File: src/rtl/dac_spi_tx.sv
// Serial DAC driver: takes one 8-bit sample per valid/ready handshake and shifts it out
// as a 16-bit SPI mode-0 frame {CTRL_WORD, sample, 4'b0000}, MSB first.
module dac_spi_tx #(
    parameter int          CLK_DIV   = 2,
    parameter int          GAP_CYC   = 2,
    parameter logic [3:0]  CTRL_WORD = 4'h0
) (
    input  logic       clk,
    input  logic       rst,
    input  logic [7:0] in_data,
    input  logic       in_valid,
    output logic       in_ready,
    output logic       dac_sclk,
    output logic       dac_cs_n,
    output logic       dac_sdi,
    output logic       busy,
    output logic       frame_done
);

    localparam int DIV_W = (CLK_DIV > 1) ? $clog2(CLK_DIV) : 1;
    localparam int GAP_W = (GAP_CYC > 1) ? $clog2(GAP_CYC) : 1;
    localparam logic [DIV_W-1:0] DIV_LAST = DIV_W'(CLK_DIV - 1);
    // The IDLE cycle is the last of the GAP_CYC high cycles, so GAP itself lasts GAP_CYC-1.
    localparam logic [GAP_W-1:0] GAP_LAST = GAP_W'((GAP_CYC > 1) ? GAP_CYC - 2 : 0);

    typedef enum logic [1:0] {
        IDLE,
        SETUP,
        SHIFT,
        GAP
    } state_t;

    state_t           state;
    state_t           state_nxt;
    logic [15:0]      shift_reg;
    logic [3:0]       bit_idx;
    logic [DIV_W-1:0] div_cnt;
    logic [GAP_W-1:0] gap_cnt;
    logic             accept;
    logic             div_tick;
    logic             last_fall;

    assign accept    = (state == IDLE) && in_valid;
    assign div_tick  = (div_cnt == DIV_LAST);
    assign last_fall = (state == SHIFT) && div_tick && dac_sclk && (bit_idx == 4'd0);

    assign in_ready  = (state == IDLE);
    assign busy      = (state != IDLE);

    always_comb begin
        state_nxt = state;
        case (state)
            IDLE:  if (in_valid)  state_nxt = SETUP;
            SETUP: if (div_tick)  state_nxt = SHIFT;
            SHIFT: if (last_fall) state_nxt = (GAP_CYC > 1) ? GAP : IDLE;
            GAP:   if (gap_cnt == GAP_LAST) state_nxt = IDLE;
            default: state_nxt = IDLE;
        endcase
    end

    always_ff @(posedge clk or negedge rst) begin
        if (!rst) begin
            state      <= IDLE;
            shift_reg  <= '0;
            bit_idx    <= '0;
            div_cnt    <= '0;
            gap_cnt    <= '0;
            dac_sclk   <= 1'b0;
            dac_cs_n   <= 1'b1;
            dac_sdi    <= 1'b0;
            frame_done <= 1'b0;
        end else begin
            state      <= state_nxt;
            frame_done <= 1'b0;
            case (state)
                IDLE: begin
                    if (accept) begin
                        // Bit 15 goes straight to the pin; the register holds bits 14..0 left-aligned.
                        shift_reg <= {CTRL_WORD[2:0], in_data, 5'b00000};
                        dac_sdi   <= CTRL_WORD[3];
                        dac_cs_n  <= 1'b0;
                        bit_idx   <= 4'd15;
                        div_cnt   <= '0;
                    end
                end
                SETUP: begin
                    if (div_tick) begin
                        div_cnt  <= '0;
                        dac_sclk <= 1'b1;
                    end else begin
                        div_cnt <= div_cnt + 1'b1;
                    end
                end
                SHIFT: begin
                    if (div_tick) begin
                        div_cnt <= '0;
                        if (!dac_sclk) begin
                            dac_sclk <= 1'b1;
                        end else begin
                            dac_sclk <= 1'b0;
                            if (bit_idx != 4'd0) begin
                                dac_sdi   <= shift_reg[15];
                                shift_reg <= {shift_reg[14:0], 1'b0};
                                bit_idx   <= bit_idx - 4'd1;
                            end else begin
                                dac_cs_n   <= 1'b1;
                                dac_sdi    <= 1'b0;
                                frame_done <= 1'b1;
                                gap_cnt    <= '0;
                            end
                        end
                    end else begin
                        div_cnt <= div_cnt + 1'b1;
                    end
                end
                GAP: begin
                    if (gap_cnt != GAP_LAST) gap_cnt <= gap_cnt + 1'b1;
                end
                default: ;
            endcase
        end
    end

endmodule

File: config.mk
export PLATFORM = sky130hd
export DESIGN_NAME = dac_spi_tx
export DESIGN_NICKNAME = d
export VERILOG_FILES = /design/src/rtl/dac_spi_tx.sv
export SDC_FILE = /design/constraint.sdc
export NUM_CORES = 1
export LEC_CHECK = 0
export ABC_AREA = 1
export BUFFER_PORTS_ARGS = -buffer_cell sky130_fd_sc_hd__clkbuf_2
export CAP_MARGIN = 20
export CELL_PAD_IN_SITES_DETAIL_PLACEMENT = 0
export CELL_PAD_IN_SITES_GLOBAL_PLACEMENT = 1
export CORE_MARGIN = 2
export CORE_UTILIZATION = 44
export DETAILED_ROUTE_END_ITERATION = 8
export HOLD_SLACK_MARGIN = 0.08
export PLACE_DENSITY = 0.81
export SYNTH_ARGS = -nofsm -noshare
export SYNTH_HDL_FRONTEND = slang
export SYNTH_SLANG_ARGS = --single-unit
export TNS_END_PERCENT = 1
File: constraint.sdc
create_clock -name clk -period 3.1 [get_ports clk]
set_clock_uncertainty 0.2 [all_clocks]
set_input_delay 0.31 -clock clk [delete_from_list [all_inputs] [get_ports clk]]
set_output_delay 0.31 -clock clk [all_outputs]
set_load 0.01 [all_outputs]
* Word level (Yosys, flattened, before mapping) *
Index checks and enable logic that the tools add are counted.

cells by class
  $add $sub $neg = 3
  reductions and logical operators = 20
  equal/unequal tests = 12
  multiplexer cells = 39

operator list
  operator                                                                  count
  16-bit two-way mux                                                        4
  16-bit one-hot mux with 2 select lines                                    1
  1-bit two-way mux                                                         19
  4-bit two-way mux                                                         4
  2-bit inequality test (second input constant)                             7
  4-bit AND reduction                                                       3
  1-bit one-hot mux with 2 select lines                                     5
  5-bit AND reduction                                                       2
  2-bit nonzero test                                                        5
  2-bit two-way mux                                                         4
  2-bit one-hot mux with 4 select lines                                     1
  4-bit one-hot mux with 2 select lines                                     1
  2-bit == test (second input constant)                                     2
  1-bit logical AND                                                         4
  4-bit logical NOT                                                         1
  2-bit by 1-bit inequality test with 1-bit output (second input constant)  2
  4-bit nonzero test                                                        1
  4-bit by 1-bit subtractor with 4-bit output (second input constant)       1
  3-bit AND reduction                                                       1
  1-bit adder (second input constant)                                       2
  2-bit by 1-bit == test with 1-bit output (second input constant)          1
  2-bit logical NOT                                                         1
  2-bit AND reduction                                                       1
  2-bit OR reduction                                                        1

word-level totals
  bits of input ports = 11
  register bits = 28
  word-level logic and storage cells = 83
  output and inout bits = 6

* Depth between registers and ports, before layout *
Gate-level depths: netlist (run 1).

  depth after elaboration = 6
  depth in mapped cells = 11
  mapped depth without buffers = 9

* Least setup slack after synthesis (run 1) *
OpenSTA, ideal clock, no wires.

  path kind = flip-flop to flip-flop
  from = reg state[0]
  to = reg bit_idx[2]
  path slack = 1.469 ns
  required time = 2.785 ns
  clock period less this slack = 1.631 ns
  arrival time = 1.316 ns
  cell stages (with the launch flop) = 11
  buffers on the path = 2
  library setup time = 0.115 ns
  cells stage by stage = dfrtp_1 -> inv_1 -> ha_1 -> buf_6 -> inv_4 -> nand2_2 -> nand2_4 -> nand3_4 -> buf_2 -> nand2_1 -> nand2_2

on the way
  longest elaborated chain between the ends = 4
  elaborated cells on any way between the ends = 10
  those cells by class = eq/ne: 5; mux: 1; reduce/logical: 4

ends and longest elaborated chain
  element                                                     line    RTL
  start: declaration                                          33      state_t state;
  start signal: assignment                                    73      state <= state_nxt;
  2-bit logical NOT                                           43, 75
  1-bit logical AND                                           43      assign accept = (state == IDLE) && in_valid;
  2-bit by 1-bit inequality test with 1-bit output (no line)  --
  5-bit AND reduction (no line)                               --
  end signal: assignment                                      104     bit_idx <= bit_idx - 4'd1;
  end: declaration                                            36      logic [3:0] bit_idx;

Parallel ways exist; a longest one is shown, timed or not.
A chain may end at the register's enable or synchronous reset.

* Final worst setup path (run 1) *
  from = reg state[0]
  to = reg shift_reg[7]

on the way
  longest elaborated chain between the ends = 4
  elaborated cells on any way between the ends = 10
  those cells by class = eq/ne: 5; mux: 1; reduce/logical: 4

ends and longest elaborated chain
  element                                                     line    RTL
  2-bit logical NOT                                           43, 75
  1-bit logical AND                                           43
  2-bit by 1-bit inequality test with 1-bit output (no line)  --
  5-bit AND reduction (no line)                               --
  end signal: assignment                                      79      shift_reg <= {CTRL_WORD[2:0], in_data, 5'b00000};
  end signal: assignment                                      103     shift_reg <= {shift_reg[14:0], 1'b0};
  end: declaration                                            35      logic [15:0] shift_reg;

Parallel ways exist; a longest one is shown, timed or not.

==> run metrics, run 1 <==
worst endpoint required time 3.17 ns; crit path capture type flop; CTS tree done; Post-CTS Repair Setup Buffers 0; worst hold start in_valid; cts hold-fix bufs 9; Final Hold Viols 0; Post-synth top flop dfrtp_1; Final GP Congestion 0.788; Hold Path End div_cnt; Async SR Flop Fraction 1.00; Crit Path Class flop to flop; vias post-DR 1050; CTS clk-pin slew, worst paths 0.13 ns; number of global-route vias before repair 984; warnings from Yosys 0; Site Rows 19; post-synthesis cell type count 23; Post-synth EDFFs 0; CP startpoint kind flop; clk_lat worst skew 0.32 ns; max_slew headroom 0.630; maximum fanout along the worst path 14; Top Usage Layer GRT met2; PwrDens 1020 nW/µm²; Synth area leaders dfrtp_1 40%, nand2_1 22%, nand2_2 7.7%; Filler cells 276; Max Slew Vio Count 0; period utilization 0.620; die area 3420 µm²; worst hold path class primary input to flop; wirelength, routed 2510 µm; Seq/Total Area, Yosys 0.422; die width 58.5 µm; total grt overflow 0; CTS Root Cell clkbuf_4; ANT nets after route 0; Buffers on Ports 16; core area 2780 µm²; number of synthesized register bits 22; FMAX 520 MHz; I/O Pins 17; GRT met1 Usage 0.222; Syn Area/Cell 7.74 µm²; RR Endpoint shift_reg[7]; first-pass GRT wire length 4290 µm; Layout area overhead 16.2%; drt pass-1 iters 5; switching pwr 757 µW; layout cells sized above 1 0.246; initial antenna violation count 0; Reg power frac 0.331; Leak 0.000855 µW; status completed; post-CTS resize count 0; Least-Margin Pin Slew 0.555 ns; Switching Share 0.489; initial drt markers 23; vias per cell 4.65; list of most frequent post-synthesis cells 75 x nand2_1, 21 x dfrtp_1, 16 x inv_1, 16 x nand2_2, 7 x nand3_1; CTS max path bufs 2; Die Y 58.5 µm; leading cell type by number of instances after synthesis nand2_1; Total Power 1550 µW; IR drop worst, VDD 0.651 mV; Inserted Diodes 0; nets 212; largest net degree at the start of global routing 23; top cell type's share of synthesized area 0.402; Gate power share 0.561; Post-Syn Nets 185; CP arrival 2.00 ns; P_int 792 µW; RR Startpoint state[0]; # Max-Cap Violations 0; CTS Sinks 22; final setup TNS 0 ns; clock group share of total power 0.107; Synth area leader dfrtp_1; Detail Placement HPWL 1800 µm; synthesized area 1310 µm²; WHS Path Cells 4; grt met3 use 0.0198; Setup-failing EPs final 0; RSZ-0062 raised after global routing no; fin crit period 1.92 ns; Syn Inst Count 169; Worst R2R Path Depth 8; CTS buffer count 3; initial core utilization 0.470; setup slack, reg-to-reg 1.18 ns; DRC 0; number of flip-flops in the largest register 11; M2 GR Usage 0.265; htree depth 1; Total Routing Usage GR 0.164; WL/cell 11.1 µm
[routing by layer]
metal  vias up  wire length [µm]
met5         -                 0
met4         0                53
met3         5                67
met2        18              1090
met1       461              1300
li1        566                 -
[layout by cell type, fill, tap and decap left out, types with 2 or more instances in the layout]
master	instances
nand2_1	75
dfrtp_1	21
inv_1	16
nand2_2	16
clkbuf_2	16
dlygate4sd3_1	9
nand3_1	7
nor2_1	5
ha_1	5
o21ai_0	3
a21oi_1	3
clkbuf_4	3
inv_2	2
nand3_4	2
nand2_4	2
[critical path: stages, from the launching register on]
cell and delay, ns:
dfrtp_1 0.42, inv_1 0.11, ha_1 0.43, nand3_4 0.13, nand2_4 0.12, nand2_4 0.07
nor2_8 0.24, nand2_1 0.09, nand2_1 0.07
[logic make-up (layout without fill, tap and decap cells)]
logic type / count (synthesis) / in the layout / share of synthesized area
adders and majority gates: 5 / 5 / 0.0478
DFF: 22 / 22 / 0.422
and+or+nand+nor: 111 / 111 / 0.410
buffers and inverters: 23 / 49 / 0.0880
AOI/OAI and AO/OA: 8 / 8 / 0.0325
[area by class of cell]
type,count,area (µm²),area share
clock buffer,4,36.3,0.0239
timing repair buffer,26,178,0.117
multi-input combinational,124,641,0.422
sequential,22,552,0.363
tap,31,38.8,0.0255
inverter,19,73.8,0.0486
[power by group through the flow]
stage | Combinational (µW) | Clock, µW | Sequential [µW]
after floorplan | 741 | 0 | 502
after global placement | 845 | 0 | 514
after detailed placement | 865 | 0 | 519
after CTS | 878 | 170 | 514
after global routing | 987 | 181 | 529
final | 870 | 166 | 513
[per-stage QoR]
stage          cell area, µm²  hold slack [ns]  setup WS, ns  instances   util
6_report                 1520            0.143          1.18        226  0.546
5_1_grt                  1520            0.211          1.01        226  0.546
4_1_cts                  1520            0.139          1.16        226  0.546
3_5_place_dp             1390            0.126          1.19        213  0.501
3_3_place_gp             1390            0.126          1.24        213  0.501
2_1_floorplan            1310           -0.186          1.47        169      -
[worst max-delay path by stage]
stage | endpoint | slack (ns) | cells past startpoint | startpoint
2_1_floorplan | bit_idx[2] | 1.47 | 10 | state[0]
3_5_place_dp | shift_reg[7] | 1.19 | 8 | state[0]
6_report | shift_reg[7] | 1.18 | 8 | state[0]
3_3_place_gp | shift_reg[7] | 1.24 | 8 | state[0]
5_1_grt | shift_reg[8] | 1.01 | 8 | state[0]
4_1_cts | shift_reg[6] | 1.16 | 8 | state[0]
(Power assumes the default switching activity.)
==> run 2: changes to the inputs <==
CORE_UTILIZATION = 37   (was 44)
PLACE_DENSITY = 0.73   (was 0.81)
clock period = 1.6 ns   (was 3.1 ns; I/O delays follow)
==> run metrics, run 2 (synthesis results as in run 1) <==
dpl ws -0.0684 ns; max_slew headroom 0.615; setup slack, reg-to-reg -0.01 ns; Filler cells 353; CTS max path bufs 2; wirelength, routed 2830 µm; final setup TNS -0.0366 ns; FMAX 617 MHz; CTS clk-pin slew, worst paths 0.14 ns; RR Endpoint shift_reg[14]; post-layout util 0.514; core area 3360 µm²; CP arrival 1.26 ns; fin crit period 1.62 ns; Final Hold Viols 0; Critical Path, Cell by Cell inv_4 > ha_4 > buf_6 > inv_4 > clkbuf_2; clk_lat worst skew 0.32 ns; Total Power 3640 µW; most frequent cells in the layout 73 x nand2_1, 20 x dfrtp_1, 18 x nand2_2, 15 x clkbuf_2, 12 x inv_1; RSZ-0062 raised after global routing yes; Leak 0.000923 µW; Total Routing Usage GR 0.160; nets 223; setup slack after layout -0.0198 ns; CP startpoint kind flop; RR Startpoint state[0]; Buffers on Ports 16; vias per cell 4.43; period utilization 1.01; CTS Root Cell clkbuf_4; I/O Pins 17; IR drop worst, VDD 1.15 mV; Detail Placement HPWL 1960 µm; Final GP Congestion 0.790; htree depth 1; failing checks negative setup slack; worst endpoint required time 1.24 ns; Layout area overhead 32.2%; Least-Margin Pin Slew 0.577 ns; Most common cell on crit path inv_4; worst hold path class primary input to asynchronous set/reset pin; Final Cell Area 1730 µm²; die width 63.4 µm; number of flip-flops in the largest register 11; Crit Path Class flop to primary output; CTS buffer count 3; PwrDens 2100 nW/µm²; Max Slew Vio Count 0; CTS tree done; first-pass GRT wire length 5060 µm; total grt overflow 0; most common cell after layout, fill and taps aside nand2_1; worst stage delay on the critical path 0.43 ns; number of global-route vias before repair 1072; # Max-Cap Violations 0; Placed Area 1480 µm²; DRC 0; Site Rows 21; CTS Sinks 22; WL/cell 11.2 µm; initial core utilization 0.389; crit path capture type primary output; ANT nets after route 0; Die Y 63.4 µm; vias post-DR 1117; CP startpoint state[0]; Setup-failing EPs final 4; CP Buf/Inv Count 4; Inserted Diodes 0; delay-heaviest family, CP flip-flops; initial drt markers 75; critical path's slowest cell dfrtp_1; maximum fanout along the worst path 3; initial antenna violation count 0; largest net degree at the start of global routing 23; drt pass-1 iters 4; Worst R2R Path Depth 9; layout cells sized above 1 0.335; die area 4030 µm²; status finished, violations left
==> run 2: changes by cell type in the layout (fill, tap and decap cells not counted), sizes merged <==
cell,change
dlygate4sd3,+1
buf,+11
bufinv,+1
clkbuf,-2
==> run 2: power by group <==
part	switching, µW	internal [µW]
combinational	1260	935
clock	183	253
sequential	198	810
total	1640	2000
==> run 2: how the worst max path moves through the flow <==
stage	end	slack [ns]	depth (start not counted)
global placement	shift_reg[6]	-0.007	8
CTS	busy	-0.06	5
finish	busy	-0.02	5
global route	bit_idx[2]	-0.09	9
detailed placement	shift_reg[7]	-0.07	8
floorplan	bit_idx[2]	0.003	10
==> run 2: cell type report <==
class                      instances  area, µm²  area share
inverter                          19       78.8      0.0456
sequential                        22        553       0.320
clock inverter                     1       30.0      0.0174
timing repair buffer              37        292       0.169
clock buffer                       3       22.5      0.0130
tap                               46       57.6      0.0333
multi-input combinational        124        696       0.402
==> run 2: worst reg2reg max path: stages (launching register included) <==
cell	delay (ns)
dfrtp_1	0.43
inv_4	0.11
ha_4	0.19
nand3_4	0.09
nand2_4	0.10
nand2_4	0.07
nor2_8	0.13
buf_12	0.15
nand2_2	0.05
nand2_1	0.05
==> run 2: repair_timing <==
item	4_1_cts	5_1_grt
endpoints found under the hold margin	31	0
hold buffers	10	0
pin swaps	2	1
setup endpoints to repair	16	21
gates resized for setup	8	7
setup buffers	3	1
==> run 2: layer usage <==
| metal | GRT usage | up-vias | part of all wire |
|---|---|---|---|
| li1 | - | 584 | - |
| met1 | 0.225 | 515 | 0.49 |
| met2 | 0.254 | 16 | 0.48 |
| met3 | 0.0321 | 2 | 0.025 |
| met4 | 0.0326 | 0 | 0.0053 |
| met5 | 0 | - | 0 |
==> run 2: stage by stage <==
step | hold slack, ns | std cells
final | 0.151 | 252
after global routing | 0.190 | 252
after CTS | 0.170 | 251
after detailed placement | -0.0170 | 234
after global placement | -0.0175 | 234
after floorplan | -0.336 | 169
==> run 3: changes to the inputs <==
RECOVER_POWER = 100   (was default)
SETUP_SLACK_MARGIN = 0.02   (was default)
==> run metrics, run 3 (synthesis results as in run 1) <==
CTS buffer count 3; RSZ-0062 raised after global routing yes; worst endpoint required time 1.67 ns; critical path's slowest cell dfrtp_1; P_int 2110 µW; Total Routing Usage GR 0.158; clk_lat worst skew 0.32 ns; wirelength, routed 2880 µm; vias per cell 4.32; Detail Placement HPWL 1970 µm; initial antenna violation count 0; Site Rows 21; Setup-failing EPs final 15; crit path capture type flop; setup slack after layout -0.0434 ns; number of flip-flops in the largest register 11; worst hold path class primary input to asynchronous set/reset pin; Most common cell on crit path nand2_4; die area 4030 µm²; Buffers on Ports 16; Switching Share 0.448; DRC 0; Crit Path Class flop to flop; failing checks negative setup slack; CP startpoint kind flop; CP arrival 1.71 ns; initial core utilization 0.389; Least-Margin Pin Slew 0.561 ns; Max Slew Vio Count 0; WL/cell 11.1 µm; CTS max path bufs 2; layout cells sized above 1 0.368; die width 63.4 µm; vias post-DR 1114; htree depth 1; delay-heaviest family, CP simple AND/OR/NAND/NOR gates; PwrDens 2100 nW/µm²; first-pass GRT wire length 4970 µm; Layout area overhead 39.0%; Reg power frac 0.258; period utilization 1.03; most frequent cells in the layout 67 x nand2_1, 22 x nand2_2, 21 x dfrtp_1, 12 x clkbuf_2, 11 x inv_1; Die Y 63.4 µm; CTS clk-pin slew, worst paths 0.13 ns; Final Hold Viols 0; FMAX 608 MHz; ANT nets after route 0; maximum fanout along the worst path 8; Inst Count DP 234; total grt overflow 0; Leak 0.000948 µW; CTS Root Cell clkbuf_4; core area 3360 µm²; most common cell after layout, fill and taps aside nand2_1; nets 229; clock group share of total power 0.083; final cell count without fillers 258; max_slew headroom 0.626; initial drt markers 59; number of global-route vias before repair 1105; CTS tree done; IR drop worst, VDD 0.916 mV; dpl ws -0.0535 ns; Inserted Diodes 0; switching pwr 1710 µW; CP Buf/Inv Count 3; I/O Pins 17; worst stage delay on the critical path 0.43 ns; Gate power share 0.660; Critical Path, Cell by Cell buf_6 > ha_4 > inv_4 > nand2_4 > nand2_4 > nand2_4 > nor2_8 > buf_12 > nand2_2 > nand2_2; CTS Sinks 22; fin crit period 1.64 ns; # Max-Cap Violations 0; largest net degree at the start of global routing 23; Final GP Congestion 0.717; status finished, violations left; drt pass-1 iters 4
-- run 3: final timing paths --
kind	start	end	slack [ns]	cells after the start
worst min-delay path	rst	bit_idx[1]	0.14	2
max in group asynchronous	rst	dac_cs_n	0.68	2
min in group clk	shift_reg[12]	shift_reg[12]	0.29	2
worst max-delay path	state[1]	bit_idx[2]	-0.04	10
worst max register to register	state[1]	bit_idx[2]	-0.04	10
worst min register to register	shift_reg[12]	shift_reg[12]	0.29	2
-- run 3: layer usage --
layer | vias up | routed length [µm] | track usage
li1 | 595 | - | -
met1 | 501 | 1390 | 0.208
met2 | 13 | 1360 | 0.259
met3 | 5 | 69 | 0.0214
met4 | 0 | 54 | 0.0652
met5 | - | 0 | 0
-- run 3: cell type report --
cell class                      count  area (µm²)
Clock buffer                        4        36.3
Sequential cell                    22         552
Fill cell                         359        1550
Multi-Input combinational cell    124         732
Timing Repair Buffer               43         367
Tap cell                           46        57.6
Inverter                           19        73.8
-- run 3: power by group through the flow --
| stage | Clock [µW] | Combinational (µW) | Sequential [µW] |
|---|---|---|---|
| after detailed placement | 0 | 1890 | 1010 |
| after global routing | 353 | 2800 | 1020 |
| final | 317 | 2520 | 984 |
| after floorplan | 0 | 1490 | 982 |
| after CTS | 333 | 2250 | 985 |
| after global placement | 0 | 1840 | 994 |
-- run 3: repair_timing --
action,CTS,global route
endpoints found under the setup margin,18,22
endpoints found under the hold margin,31,0
gates resized for setup,6,22
hold buffers,10,0
pin swaps,2,5
buffers inserted,6,4
gates cloned,0,0
-- run 3: per-stage QoR --
| stage | hold slack [ns] | util | total power (µW) | area [µm²] | setup TNS, ns |
|---|---|---|---|---|---|
| 5_1_grt | 0.200 | 0.541 | 4170 | 1820 | -1.59 |
| 4_1_cts | 0.166 | 0.511 | 3560 | 1720 | -0.287 |
| 2_1_floorplan | -0.336 | - | 2470 | 1330 | 0 |
| 3_3_place_gp | -0.0186 | 0.441 | 2830 | 1480 | -0.0357 |
| 6_report | 0.142 | 0.541 | 3820 | 1820 | -0.485 |
| 3_5_place_dp | -0.0143 | 0.441 | 2900 | 1480 | -0.541 |
